**config.mk**
```make
export PLATFORM = sky130hd
export DESIGN_NAME = writeback_stage_flat
export DESIGN_NICKNAME = d
export VERILOG_FILES = /design/src/rtl/writeback_stage_if.sv /design/src/rtl/writeback_stage.sv /design/src/flat_wrapper.sv
export SDC_FILE = /design/constraint.sdc
export NUM_CORES = 1
export LEC_CHECK = 0
export CAP_MARGIN = 20
export CORE_MARGIN = 1.5
export CORE_UTILIZATION = 45
export CTS_CLUSTER_DIAMETER = 40
export DETAILED_ROUTE_END_ITERATION = 10
export DONT_BUFFER_PORTS = 1
export PLACE_DENSITY = 0.65
export SKIP_LAST_GASP = 1
export SLEW_MARGIN = 10
export SYNTH_ARGS = -nofsm -noshare
export SYNTH_HDL_FRONTEND = slang
export SYNTH_SLANG_ARGS = --single-unit
```
**constraint.sdc**
```tcl
create_clock -name clock -period 2.7 [get_ports clock]
set_clock_uncertainty 0.2 [all_clocks]
set_input_delay 0.27 -clock clock [delete_from_list [all_inputs] [get_ports clock]]
set_output_delay 0.27 -clock clock [all_outputs]
set_load 0.02 [all_outputs]
```
**src/rtl/writeback_stage_if.sv**
```systemverilog
// Memory-stage to writeback-stage bus: instruction handshake plus the data-memory load return.
interface writeback_stage_if;
   logic        memValid;
   logic        memReady;
   logic        memDestEnable;
   logic [4:0]  memDestAddress;
   logic [31:0] memResult;
   logic        memIsLoad;
   logic [2:0]  memLoadFunct3;
   logic [1:0]  memByteOffset;
   logic        loadDataValid;
   logic [31:0] loadData;

   modport master (
      output memValid, memDestEnable, memDestAddress, memResult, memIsLoad,
             memLoadFunct3, memByteOffset, loadDataValid, loadData,
      input  memReady
   );

   modport slave (
      input  memValid, memDestEnable, memDestAddress, memResult, memIsLoad,
             memLoadFunct3, memByteOffset, loadDataValid, loadData,
      output memReady
   );
endinterface

```
**src/rtl/writeback_stage.sv**
```systemverilog
// Writeback stage: single-entry capture buffer, load formatting and fault detection,
// registered register-file write port and retired-instruction counter.
//
// state     | meaning
// IDLE      | no instruction held, ready to accept
// WAIT_LOAD | load accepted, waiting for loadDataValid
// COMMIT    | one-cycle register-file write / commit strobe, ready to accept
module writeback_stage (
   input  logic              clock,
   input  logic              reset,
   writeback_stage_if.slave  mem,
   output logic              destinationEnable,
   output logic [4:0]        writeAddress,
   output logic [31:0]       writeData,
   output logic              memoryWritebackValid,
   output logic              loadFault,
   output logic [31:0]       retireCount
);
   localparam logic [1:0] IDLE      = 2'd0;
   localparam logic [1:0] WAIT_LOAD = 2'd1;
   localparam logic [1:0] COMMIT    = 2'd2;

   logic [1:0]  state_q, state_d;
   logic        cap_dest_en_q, cap_dest_en_d;
   logic [4:0]  cap_addr_q, cap_addr_d;
   logic [31:0] cap_result_q, cap_result_d;
   logic        cap_is_load_q, cap_is_load_d;
   logic [2:0]  cap_f3_q, cap_f3_d;
   logic [1:0]  cap_off_q, cap_off_d;

   logic        dest_enable_q, dest_enable_d;
   logic [4:0]  write_address_q, write_address_d;
   logic [31:0] write_data_q, write_data_d;
   logic        wb_valid_q, wb_valid_d;
   logic        load_fault_q, load_fault_d;
   logic [31:0] retire_count_q, retire_count_d;

   logic        accept;
   logic [31:0] shifted;
   logic [7:0]  lane_byte;
   logic [15:0] lane_half;
   logic [31:0] load_value;
   logic        load_bad;

   logic        commit_go;
   logic        commit_en;
   logic [4:0]  commit_addr;
   logic [31:0] commit_data;
   logic        commit_fault;

   assign mem.memReady = !reset && (state_q != WAIT_LOAD);
   assign accept       = mem.memValid && mem.memReady;

   always_comb begin
      shifted    = mem.loadData >> {cap_off_q, 3'b000};
      lane_byte  = shifted[7:0];
      lane_half  = cap_off_q[1] ? mem.loadData[31:16] : mem.loadData[15:0];
      load_value = 32'd0;
      load_bad   = 1'b0;
      case (cap_f3_q)
         3'b000: load_value = {{24{lane_byte[7]}}, lane_byte};
         3'b001: begin
            load_value = {{16{lane_half[15]}}, lane_half};
            load_bad   = cap_off_q[0];
         end
         3'b010: begin
            load_value = mem.loadData;
            load_bad   = (cap_off_q != 2'd0);
         end
         3'b100: load_value = {24'd0, lane_byte};
         3'b101: begin
            load_value = {16'd0, lane_half};
            load_bad   = cap_off_q[0];
         end
         default: load_bad = 1'b1;
      endcase
   end

   always_comb begin
      state_d       = state_q;
      cap_dest_en_d = cap_dest_en_q;
      cap_addr_d    = cap_addr_q;
      cap_result_d  = cap_result_q;
      cap_is_load_d = cap_is_load_q;
      cap_f3_d      = cap_f3_q;
      cap_off_d     = cap_off_q;
      commit_go     = 1'b0;
      commit_en     = 1'b0;
      commit_addr   = 5'd0;
      commit_data   = 32'd0;
      commit_fault  = 1'b0;

      case (state_q)
         IDLE, COMMIT: begin
            state_d = IDLE;
            if (accept) begin
               cap_dest_en_d = mem.memDestEnable;
               cap_addr_d    = mem.memDestAddress;
               cap_result_d  = mem.memResult;
               cap_is_load_d = mem.memIsLoad;
               cap_f3_d      = mem.memLoadFunct3;
               cap_off_d     = mem.memByteOffset;
               if (mem.memIsLoad) begin
                  state_d = WAIT_LOAD;
               end else begin
                  // Non-loads commit straight from the bus to keep latency at one cycle.
                  state_d     = COMMIT;
                  commit_go   = 1'b1;
                  commit_en   = mem.memDestEnable;
                  commit_addr = mem.memDestAddress;
                  commit_data = mem.memResult;
               end
            end
         end
         WAIT_LOAD: begin
            if (mem.loadDataValid) begin
               state_d      = COMMIT;
               commit_go    = 1'b1;
               commit_en    = cap_dest_en_q;
               commit_addr  = cap_addr_q;
               commit_fault = cap_is_load_q && load_bad;
               commit_data  = cap_is_load_q ? (load_bad ? 32'd0 : load_value) : cap_result_q;
            end
         end
         default: state_d = IDLE;
      endcase

      dest_enable_d   = commit_go && commit_en && (commit_addr != 5'd0) && !commit_fault;
      write_address_d = commit_go ? commit_addr : 5'd0;
      write_data_d    = commit_go ? commit_data : 32'd0;
      wb_valid_d      = commit_go;
      load_fault_d    = commit_go && commit_fault;
      retire_count_d  = commit_go ? retire_count_q + 32'd1 : retire_count_q;
   end

   always_ff @(posedge clock) begin
      if (reset) begin
         state_q         <= IDLE;
         cap_dest_en_q   <= 1'b0;
         cap_addr_q      <= 5'd0;
         cap_result_q    <= 32'd0;
         cap_is_load_q   <= 1'b0;
         cap_f3_q        <= 3'd0;
         cap_off_q       <= 2'd0;
         dest_enable_q   <= 1'b0;
         write_address_q <= 5'd0;
         write_data_q    <= 32'd0;
         wb_valid_q      <= 1'b0;
         load_fault_q    <= 1'b0;
         retire_count_q  <= 32'd0;
      end else begin
         state_q         <= state_d;
         cap_dest_en_q   <= cap_dest_en_d;
         cap_addr_q      <= cap_addr_d;
         cap_result_q    <= cap_result_d;
         cap_is_load_q   <= cap_is_load_d;
         cap_f3_q        <= cap_f3_d;
         cap_off_q       <= cap_off_d;
         dest_enable_q   <= dest_enable_d;
         write_address_q <= write_address_d;
         write_data_q    <= write_data_d;
         wb_valid_q      <= wb_valid_d;
         load_fault_q    <= load_fault_d;
         retire_count_q  <= retire_count_d;
      end
   end

   assign destinationEnable    = dest_enable_q;
   assign writeAddress         = write_address_q;
   assign writeData            = write_data_q;
   assign memoryWritebackValid = wb_valid_q;
   assign loadFault            = load_fault_q;
   assign retireCount          = retire_count_q;
endmodule

```
**src/flat_wrapper.sv**
```systemverilog
// flat-port wrapper written by rule: the top's interface ports become plain ports
module writeback_stage_flat 
  (clock, reset, destinationEnable, writeAddress, writeData, memoryWritebackValid, loadFault, retireCount, mem_memValid, mem_memDestEnable, mem_memDestAddress, mem_memResult, mem_memIsLoad, mem_memLoadFunct3, mem_memByteOffset, mem_loadDataValid, mem_loadData, mem_memReady);
  writeback_stage_if mem_i ();
  input  logic clock;
  input  logic reset;
  output logic destinationEnable;
  output logic [4:0] writeAddress;
  output logic [31:0] writeData;
  output logic memoryWritebackValid;
  output logic loadFault;
  output logic [31:0] retireCount;
  input wire logic [$bits(mem_i.memValid)-1:0] mem_memValid;
  input wire logic [$bits(mem_i.memDestEnable)-1:0] mem_memDestEnable;
  input wire logic [$bits(mem_i.memDestAddress)-1:0] mem_memDestAddress;
  input wire logic [$bits(mem_i.memResult)-1:0] mem_memResult;
  input wire logic [$bits(mem_i.memIsLoad)-1:0] mem_memIsLoad;
  input wire logic [$bits(mem_i.memLoadFunct3)-1:0] mem_memLoadFunct3;
  input wire logic [$bits(mem_i.memByteOffset)-1:0] mem_memByteOffset;
  input wire logic [$bits(mem_i.loadDataValid)-1:0] mem_loadDataValid;
  input wire logic [$bits(mem_i.loadData)-1:0] mem_loadData;
  output wire logic [$bits(mem_i.memReady)-1:0] mem_memReady;
  assign mem_i.memValid = mem_memValid;
  assign mem_i.memDestEnable = mem_memDestEnable;
  assign mem_i.memDestAddress = mem_memDestAddress;
  assign mem_i.memResult = mem_memResult;
  assign mem_i.memIsLoad = mem_memIsLoad;
  assign mem_i.memLoadFunct3 = mem_memLoadFunct3;
  assign mem_i.memByteOffset = mem_memByteOffset;
  assign mem_i.loadDataValid = mem_loadDataValid;
  assign mem_i.loadData = mem_loadData;
  assign mem_memReady = mem_i.memReady;
  writeback_stage u_core (.clock(clock), .reset(reset), .mem(mem_i), .destinationEnable(destinationEnable), .writeAddress(writeAddress), .writeData(writeData), .memoryWritebackValid(memoryWritebackValid), .loadFault(loadFault), .retireCount(retireCount));
endmodule
```
==> results of run 1 <==
==> stage by stage <==
step	worst slack [ns]	hold slack, ns
CTS	0.117	0.00418
finish	0.254	0.0111
detailed placement	0.315	0.145
global placement	0.383	0.143
global route	0.0677	0.00896
floorplan	0.349	0.178
==> cells in the final DEF, fill, tap and decap left out, types with 3 or more instances in the layout <==
cell type	netlist	routed
a21oi_1	30	30
dlygate4sd3_1	0	81
a221o_1	16	16
buf_4	1	22
buf_12	0	3
clkbuf_8	0	4
o21ai_1	30	30
nor2_1	19	19
nand3_1	8	8
and2_1	8	8
and4_1	3	3
or4_1	22	22
nand4_1	8	8
clkinv_2	0	4
a221oi_1	15	15
a22o_1	16	16
bufinv_16	0	4
a22oi_1	21	21
clkbuf_16	0	17
o22ai_1	16	16
or3_1	8	8
mux2_2	7	7
xor2_1	4	4
o31ai_1	21	20
dfxtp_1	118	118
o21ai_0	23	23
inv_1	7	7
o2111ai_1	5	5
nand2_1	95	95
==> routing by layer <==
layer	vias up	track usage, %	routed length [um]	share of wire (%)
li1	2342	-	-	-
met1	2289	32.8	6580	42
met2	239	41.1	7320	47
met3	48	7.59	1280	8.2
met4	0	13.5	458	2.9
met5	-	0	0	0
==> state kept, by name, summed over array words and instances, names as in the netlist <==
name / cells
u_core.writeData: 32
u_core.cap_dest_en_q: 1
u_core.loadFault: 1
u_core.cap_f3_q: 3
u_core.cap_is_load_q: 1
u_core.cap_addr_q: 5
u_core.writeAddress: 5
u_core.memoryWritebackValid: 1
u_core.cap_off_q: 2
u_core.destinationEnable: 1
u_core.cap_result_q: 32
u_core.state_q: 2
u_core.retireCount: 32
==> worst max-delay path: stages, from the launching register on <==
cell and delay [ns]:
dfxtp_1 0.56, nand2b_1 0.26, mux2_2 0.38, a221oi_1 0.25, dlygate4sd3_1 0.61, o22ai_1 0.07
==> where the power goes <==
part           switching [mW]  leakage, nW  total (mW)  internal [mW]
Clock                   0.779        0.312        2.41           1.63
Sequential             0.0601        0.960        1.86           1.80
Combinational           0.206         1.11       0.408          0.202
==> area by class of cell <==
cell class	instances	area (um2)
Timing Repair Buffer	107	1050
Tap cell	140	175
Inverter	9	33.8
Clock buffer	22	484
Multi-Input combinational cell	405	2540
Fill cell	911	4140
Sequential cell	118	2360
Clock inverter	9	148
==> how the worst max path moves through the flow <==
stage	startpoint	to	slack [ns]
6_report	u_core.cap_f3_q[0]	u_core.writeData[4]	0.25
5_1_grt	u_core.cap_f3_q[0]	u_core.writeData[4]	0.07
4_1_cts	u_core.cap_f3_q[0]	u_core.writeData[1]	0.12
3_5_place_dp	u_core.state_q[0]	u_core.retireCount[26]	0.32
3_3_place_gp	u_core.cap_off_q[0]	u_core.writeData[10]	0.38
2_1_floorplan	u_core.retireCount[10]	u_core.retireCount[28]	0.35
==> kinds of logic after synthesis <==
family / count (synthesis)
mux: 11
fa+ha+maj: 1
xor+xnor: 5
compound gates: 198
simple gates: 190
buf+inv: 56
flops: 118
==> repair_timing <==
item,in CTS,in global routing
endpoints found under the setup margin,0,2
hold buffers,82,0
resized for setup,0,2
endpoints found under the hold margin,116,0
==> impl_results.md, run 1 <==
- Area growth, synth to finish: 32.9%
- Worst Hold Depth: 3
- Post-synthesis mux area share: 2.82%
- Post-synth top area cell: dfxtp_1
- R2r endpoint: u_core.writeData[4]
- CP Class: flop to flop
- Final WL: 15600 um
- DR iter-0 viols: 405
- DP Area: 5320 um2
- DRT Pass-1 Iters: 5
- Area contributors post-synth: dfxtp_1 (46%), nand2_1 (7.0%), or4_1 (3.2%)
- Hold worst-path end: u_core.writeData[2]
- CP max FO: 11
- H-tree depth: 4
- Total power: 4.68 mW
- #FFs+latches synth: 118
- Die area: 12000 um2
- Nets: 739
- # setup viols final: 0
- Setup TNS: 0 ns
- Startpoint Class: flop
- Worst Hold Launch: mem_loadData[10]
- Vias in the first global route: 4602
- Slew @ Worst Pin: 0.813 ns
- Min cycle time layout: 2.45 ns
- Largest family of logic cells by synthesized area: compound AO/OA/AOI/OAI gates
- Detailed placement HPWL: 10000 um
- Cell Area, Synth: 5110 um2
- Die height: 110 um
- Largest net degree at the start of global routing: 46
- Post-Synth Adder-Cell Area: 0.245%
- TritonCTS clock tree: done
- Routability cong.: 0.985
- Longest Clk Path Bufs: 2
- PortBufs: 0
- Placed Instances: 697
- Top post-synthesis cells by count: dfxtp_1 (118), nand2_1 (95), clkbuf_1 (37)
- Hold Fails Final Rpt: 0
- DR vias: 4918
- Leakage: 2.38 nW
- Vias per std cell: 6.07
- Simple-Gate Fraction of Synth Area: 19.1%
- Worst slew margin: 45.7%
- R2R Path Start: u_core.cap_f3_q[0]
- YS warnings: 0
- Run status: completed
- Total core area: 10900 um2
- Ys flop type: dfxtp_1
- Ys async rst share: 0%
- # IOs: 153
- Post-route DRC violation count: 0
- Synth Area in Compound Gates: 26.4%
- Number of diodes: 0
- Max-cap violations: 0
- R2R depth: 5
- Count leader, synth: dfxtp_1
- Peak Freq: 409 MHz
- Worst path arrival time: 2.54 ns
- Clk_lat worst skew: 0.41 ns
- Clk root buf: clkbuf_16
- RSZ-0062 raised after global routing: no
- Overflow after GRT: 0
- Total CTS buffers: 17
- Row cnt: 38
- Final Non-Filler Cells: 810
- Post-Syn Area per Cell: 8.83 um2
- Routed len/inst: 19.3 um
- Power density cells: 689 nW/um2
- Post-Synth XOR/XNOR Area: 0.857%
- Post-synth EDFFs: 0
- Starting Density: 46.7%
- Final core occ: 62.1%
- Req. time, crit path: 2.80 ns
- HP Class: primary input to flop
- Max VDD drop: 0.406 mV
- Tcrit/Tclk final: 90.6%
- Max-slew violation count: 0
- Global-route wire length before repair: 23900 um
- TritonCTS Sinks: 118
- Cells after Synth: 579
- Reg2reg setup slack: 0.25 ns
- Design area: 6790 um2
- Clock transition at path regs: 0.05 ns
- Post-route ant nets: 0
- Initial antenna violation count: 0
- Area share of the largest cell type after synthesis: 46.2%
- Layout cells sized above 1: 11.3%
- Die W: 110 um
- GRT Total Usage: 26.3%
- Post-CTS Setup Bufs: 0
- Sequential-to-total area share from yosys stat: 46.2%
- CP Capture Type: flop
- Syn_nets: 660
- Netlist cell types: 49
Power figures use the tool's default switching activity.
==> inputs of run 2 (changes only) <==
- CORE_MARGIN: 1.5 -> 2
==> run 2 against run 1 <==
Net effect: non-clock buffer count fell by 3; setup slack got worse by 0.14 ns; highest routed layer unchanged; routed wire length rose by 2.0%; sequential power barely moved; register-to-register slack got worse by 0.14 ns; combinational power fell by 2%; core utilization fell by 0.99 points; total power fell by 2.5%; hold slack got worse by 0.0041 ns; largest power group unchanged; critical path depth did not move; die area rose by 1.8%; fmax fell by 5.5%.
==> impl_results.md, run 2 (synthesis gave the netlist of run 1 again) <==
- TritonCTS clock tree: done
- Total CTS buffers: 17
- Initial antenna violation count: 0
- Die height: 111 um
- Global-route wire length before repair: 25400 um
- R2R Path Start: u_core.cap_f3_q[0]
- Worst path arrival time: 2.69 ns
- DR iter-0 viols: 498
- Largest net degree at the start of global routing: 88
- Area growth, synth to finish: 31.4%
- Reg2reg setup slack: 0.11 ns
- Longest Clk Path Bufs: 2
- Worst Hold Depth: 2
- Starting Density: 46.5%
- CP max FO: 11
- Commonest cells after routing, fill and taps aside: dfxtp_1 (118), nand2_1 (95), dlygate4sd3_1 (79), o21ai_1 (30), a21oi_1 (30)
- Detailed placement HPWL: 9970 um
- Worst slew margin: 53.2%
- RSZ-0062 raised after global routing: no
- Cell Chain, Critical Path: nand2b_1 -> mux2_2 -> a221oi_1 -> o22ai_1 -> dlygate4sd3_1
- Min cycle time layout: 2.59 ns
- Final WL: 16000 um
- # IOs: 153
- Max-slew violation count: 0
- Final core occ: 61.1%
- Leakage: 2.34 nW
- Slowest cell delay on critical path: 0.57 ns
- Clk root buf: clkbuf_16
- Slew @ Worst Pin: 0.693 ns
- CP Capture Type: flop
- CP Class: flop to flop
- Hold worst-path end: u_core.writeData[5]
- Die area: 12200 um2
- DR vias: 4990
- Vias per std cell: 6.18
- Run status: completed
- Req. time, crit path: 2.80 ns
- Overflow after GRT: 0
- Hold Fails Final Rpt: 0
- DRT Pass-1 Iters: 6
- Commonest non-fill, non-tap cell in the layout: dfxtp_1
- HP Class: primary input to flop
- Die W: 111 um
- TritonCTS Sinks: 118
- Layout cells sized above 1: 10.9%
- PortBufs: 0
- Routability cong.: 0.902
- Total core area: 11000 um2
- Post-CTS Setup Bufs: 0
- Power density cells: 680 nW/um2
- R2r endpoint: u_core.writeData[2]
- H-tree depth: 4
- Peak Freq: 386 MHz
- Row cnt: 38
- # setup viols final: 0
- Clk_lat worst skew: 0.42 ns
- Post-route DRC violation count: 0
- GRT Total Usage: 26.0%
- Post-route ant nets: 0
- R2R depth: 5
- Setup TNS: 0 ns
- Number of diodes: 0
- Routed len/inst: 19.8 um
- Worst Hold Launch: mem_loadData[5]
- Startpoint Class: flop
- Max VDD drop: 0.612 mV
- Tcrit/Tclk final: 95.9%
- Nets: 736
- Vias in the first global route: 4783
- CP max stage cell: dfxtp_1
- Clock transition at path regs: 0.05 ns
- Max-cap violations: 0
[run 2: stage by stage]
| stage | area [um2] | power [mW] | setup WS (ns) | hold WS, ns | instances |
|---|---|---|---|---|---|
| after global placement | 5290 | 2.15 | 0.394 | 0.142 | 695 |
| after detailed placement | 5290 | 2.16 | 0.329 | 0.146 | 696 |
| after global routing | 6710 | 4.72 | 0.000101 | 0.00973 | 808 |
| after CTS | 6710 | 4.57 | 0.109 | 0.00645 | 808 |
| final | 6710 | 4.56 | 0.111 | 0.00695 | 808 |
| after floorplan | 5110 | 2.10 | 0.349 | 0.178 | 579 |
[run 2: cell type report]
type	count	area, um2
multi-input cells	405	2540
flip-flops and latches	118	2360
fillers	934	4270
well taps	140	175
repair buffers	104	1000
inverters	9	33.8
clock inverters	8	121
clock buffers	24	482
[run 2: how the worst max path moves through the flow]
stage | startpoint | end | slack [ns] | cells past startpoint
finish | u_core.cap_f3_q[0] | u_core.writeData[2] | 0.11 | 5
detailed placement | u_core.retireCount[5] | u_core.retireCount[26] | 0.33 | 5
floorplan | u_core.retireCount[10] | u_core.retireCount[28] | 0.35 | 7
global route | u_core.cap_off_q[0] | u_core.writeData[2] | 0.0001 | 6
global placement | u_core.cap_off_q[0] | u_core.writeData[8] | 0.39 | 4
CTS | u_core.cap_off_q[0] | u_core.writeData[2] | 0.11 | 6
[run 2: repair_timing]
item                                   in CTS  in global routing
gates resized for setup                     0                  2
endpoints found under the hold margin     115                  0
setup endpoints to repair                   0                  2
hold buffers                               80                  0
[run 2: routing by layer]
metal | vias to the layer above | GRT usage, % | wire, um
met1 | 2396 | 33.1 | 6800
met5 | - | 0 | 0
met4 | 0 | 10.8 | 437
met2 | 221 | 41.6 | 7530
li1 | 2334 | - | -
met3 | 39 | 7.14 | 1190
[run 2: report_power, final]
group,leakage (nW),switching (mW),internal [mW]
logic,1.09,0.205,0.194
registers,0.960,0.0593,1.80
clock network,0.294,0.782,1.52
[run 2: critical path: cells and delay by family, from the launching register on]
kind / cells / cell delay [ns]
AO/OA/AOI/OAI: 2 / 0.49
buffers and inverters: 1 / 0.57
flip-flops: 1 / 0.57
multiplexers: 1 / 0.39
AND/OR/NAND/NOR: 1 / 0.27
==> inputs of run 3 (changes only) <==
- clock period: 2.7 -> 3.21 ns (I/O delays scaled with it)
==> run 3 against run 2 <==
Net effect: setup slack better by 0.19 ns; fmax is 11% lower; hold slack better by 0.012 ns; first-iteration DRC count is 11% lower; combinational power is 19% lower; routed wire length is 6.6% lower; final cell count is 1.5% lower; register-to-register slack better by 0.19 ns; design area is 1.6% lower; sequential power is 16% lower; critical path depth is 1 higher; die area stayed put; critical path type unchanged; largest cell class unchanged.
==> impl_results.md, run 3 (synthesis gave the netlist of run 1 again) <==
- Run status: completed
- Max-slew violation count: 0
- CP max stage cell: and2b_1
- HP Class: primary input to flop
- DP Area: 5180 um2
- Post-CTS Setup Bufs: 0
- Req. time, crit path: 3.36 ns
- Worst slew margin: 35.4%
- DR vias: 4867
- Final WL: 14900 um
- Max VDD drop: 0.338 mV
- R2R Path Start: u_core.state_q[0]
- DR iter-0 viols: 442
- PortBufs: 0
- Commonest non-fill, non-tap cell in the layout: dfxtp_1
- Row cnt: 38
- Starting Density: 46.5%
- TritonCTS Sinks: 118
- Hold Fails Final Rpt: 0
- Kind of cell adding the most delay to the critical path: simple AND/OR/NAND/NOR gates
- Reg2reg setup slack: 0.31 ns
- Startpoint Class: flop
- Global-route wire length before repair: 24100 um
- Leakage: 2.29 nW
- Tcrit/Tclk final: 90.5%
- # setup viols final: 0
- Slowest cell delay on critical path: 0.60 ns
- Die W: 111 um
- Worst Hold Depth: 2
- Power density cells: 579 nW/um2
- Setup TNS: 0 ns
- Total CTS buffers: 17
- Slew @ Worst Pin: 0.964 ns
- Die height: 111 um
- Total power: 3.82 mW
- Worst path arrival time: 3.06 ns
- Max-cap violations: 0
- Hold worst-path end: u_core.retireCount[30]
- Commonest cells after routing, fill and taps aside: dfxtp_1 (118), nand2_1 (95), dlygate4sd3_1 (78), o21ai_1 (30), a21oi_1 (30)
- CP Class: flop to flop
- Post-route DRC violation count: 0
- R2r endpoint: u_core.writeData[2]
- Total core area: 11000 um2
- Nets: 723
- Largest net degree at the start of global routing: 46
- Overflow after GRT: 0
- Initial antenna violation count: 1
- Final core occ: 60.1%
- Detailed placement HPWL: 9700 um
- DRT Pass-1 Iters: 6
- GRT Total Usage: 24.6%
- Longest Clk Path Bufs: 2
- Design area: 6600 um2
- Die area: 12200 um2
- Routability cong.: 0.952
- Vias in the first global route: 4512
- Clk root buf: clkbuf_16
- Cell Chain, Critical Path: and3b_1 -> and2b_1 -> buf_4 -> a22oi_1 -> o22ai_1 -> dlygate4sd3_1
- RSZ-0062 raised after global routing: no
- Clock transition at path regs: 0.05 ns
- Min cycle time layout: 2.90 ns
- Layout cells sized above 1: 9.31%
- # IOs: 153
- Post-route ant nets: 0
- CP Buf/Inv Count: 2
- Area growth, synth to finish: 29.2%
- Vias per std cell: 6.11
- R2R depth: 6
- Worst Hold Launch: reset
- Peak Freq: 344 MHz
- CP Capture Type: flop
- H-tree depth: 4
- Routed len/inst: 18.7 um
- Clk_lat worst skew: 0.41 ns
- CP max FO: 17
- TritonCTS clock tree: done
-- run 3: changes by cell type in the layout (fill, tap and decap cells not counted), sizes merged --
| cell | before | now |
|---|---|---|
| dlygate4sd3 | 79 | 78 |
| diode | 0 | 1 |
| clkinv | 4 | 5 |
| buf | 25 | 12 |
-- run 3: layout make-up --
cell class / instances / area [um2]
multi-input cells: 405 / 2530
inverters: 9 / 33.8
fillers: 936 / 4380
clock inverters: 9 / 123
flip-flops and latches: 118 / 2360
diodes: 1 / 2.50
clock buffers: 23 / 488
repair buffers: 91 / 888
well taps: 140 / 175
-- run 3: worst register-to-register path, cell delays in order, from the launching register on --
cell           delay, ns
dfxtp_1             0.49
and3b_1             0.40
and2b_1             0.60
buf_4               0.35
a22oi_1             0.10
o22ai_1             0.14
dlygate4sd3_1       0.56
-- run 3: routing by layer --
| layer | GRT usage (%) | vias up | wire [um] |
|---|---|---|---|
| met5 | 0 | - | 0 |
| met4 | 11.0 | 0 | 456 |
| li1 | - | 2311 | - |
| met1 | 31.9 | 2292 | 6370 |
| met3 | 7.74 | 38 | 1190 |
| met2 | 37.4 | 226 | 6900 |
-- run 3: report_power, final --
part | leakage (nW) | total (mW) | internal [mW] | switching [mW]
clock network | 0.303 | 1.94 | 1.29 | 0.641
logic | 1.02 | 0.322 | 0.156 | 0.166
registers | 0.960 | 1.57 | 1.52 | 0.0485
total | 2.29 | 3.82 | 2.97 | 0.856
-- run 3: timing repair --
item | 4_1_cts | 5_1_grt
hold buffers | 79 | 0
gates resized for setup | 0 | 0
endpoints found under the hold margin | 115 | 0
-- run 3: worst max-delay path by stage --
stage	from	endpoint	slack [ns]	cells past startpoint
6_report	u_core.state_q[0]	u_core.writeData[2]	0.31	6
5_1_grt	u_core.state_q[0]	u_core.writeData[0]	0.16	6
4_1_cts	u_core.state_q[0]	u_core.writeData[2]	0.32	6
3_5_place_dp	u_core.retireCount[10]	u_core.retireCount[26]	0.70	5
3_3_place_gp	u_core.retireCount[10]	u_core.retireCount[26]	0.74	5
2_1_floorplan	u_core.retireCount[10]	u_core.retireCount[28]	0.86	7
-- run 3: through the flow --
step | std cells | hold slack [ns] | worst slack [ns]
finish | 796 | 0.0187 | 0.306
global route | 796 | 0.0185 | 0.161
CTS | 794 | 0.00875 | 0.321
detailed placement | 683 | 0.196 | 0.696
global placement | 683 | 0.194 | 0.737
floorplan | 579 | 0.228 | 0.859
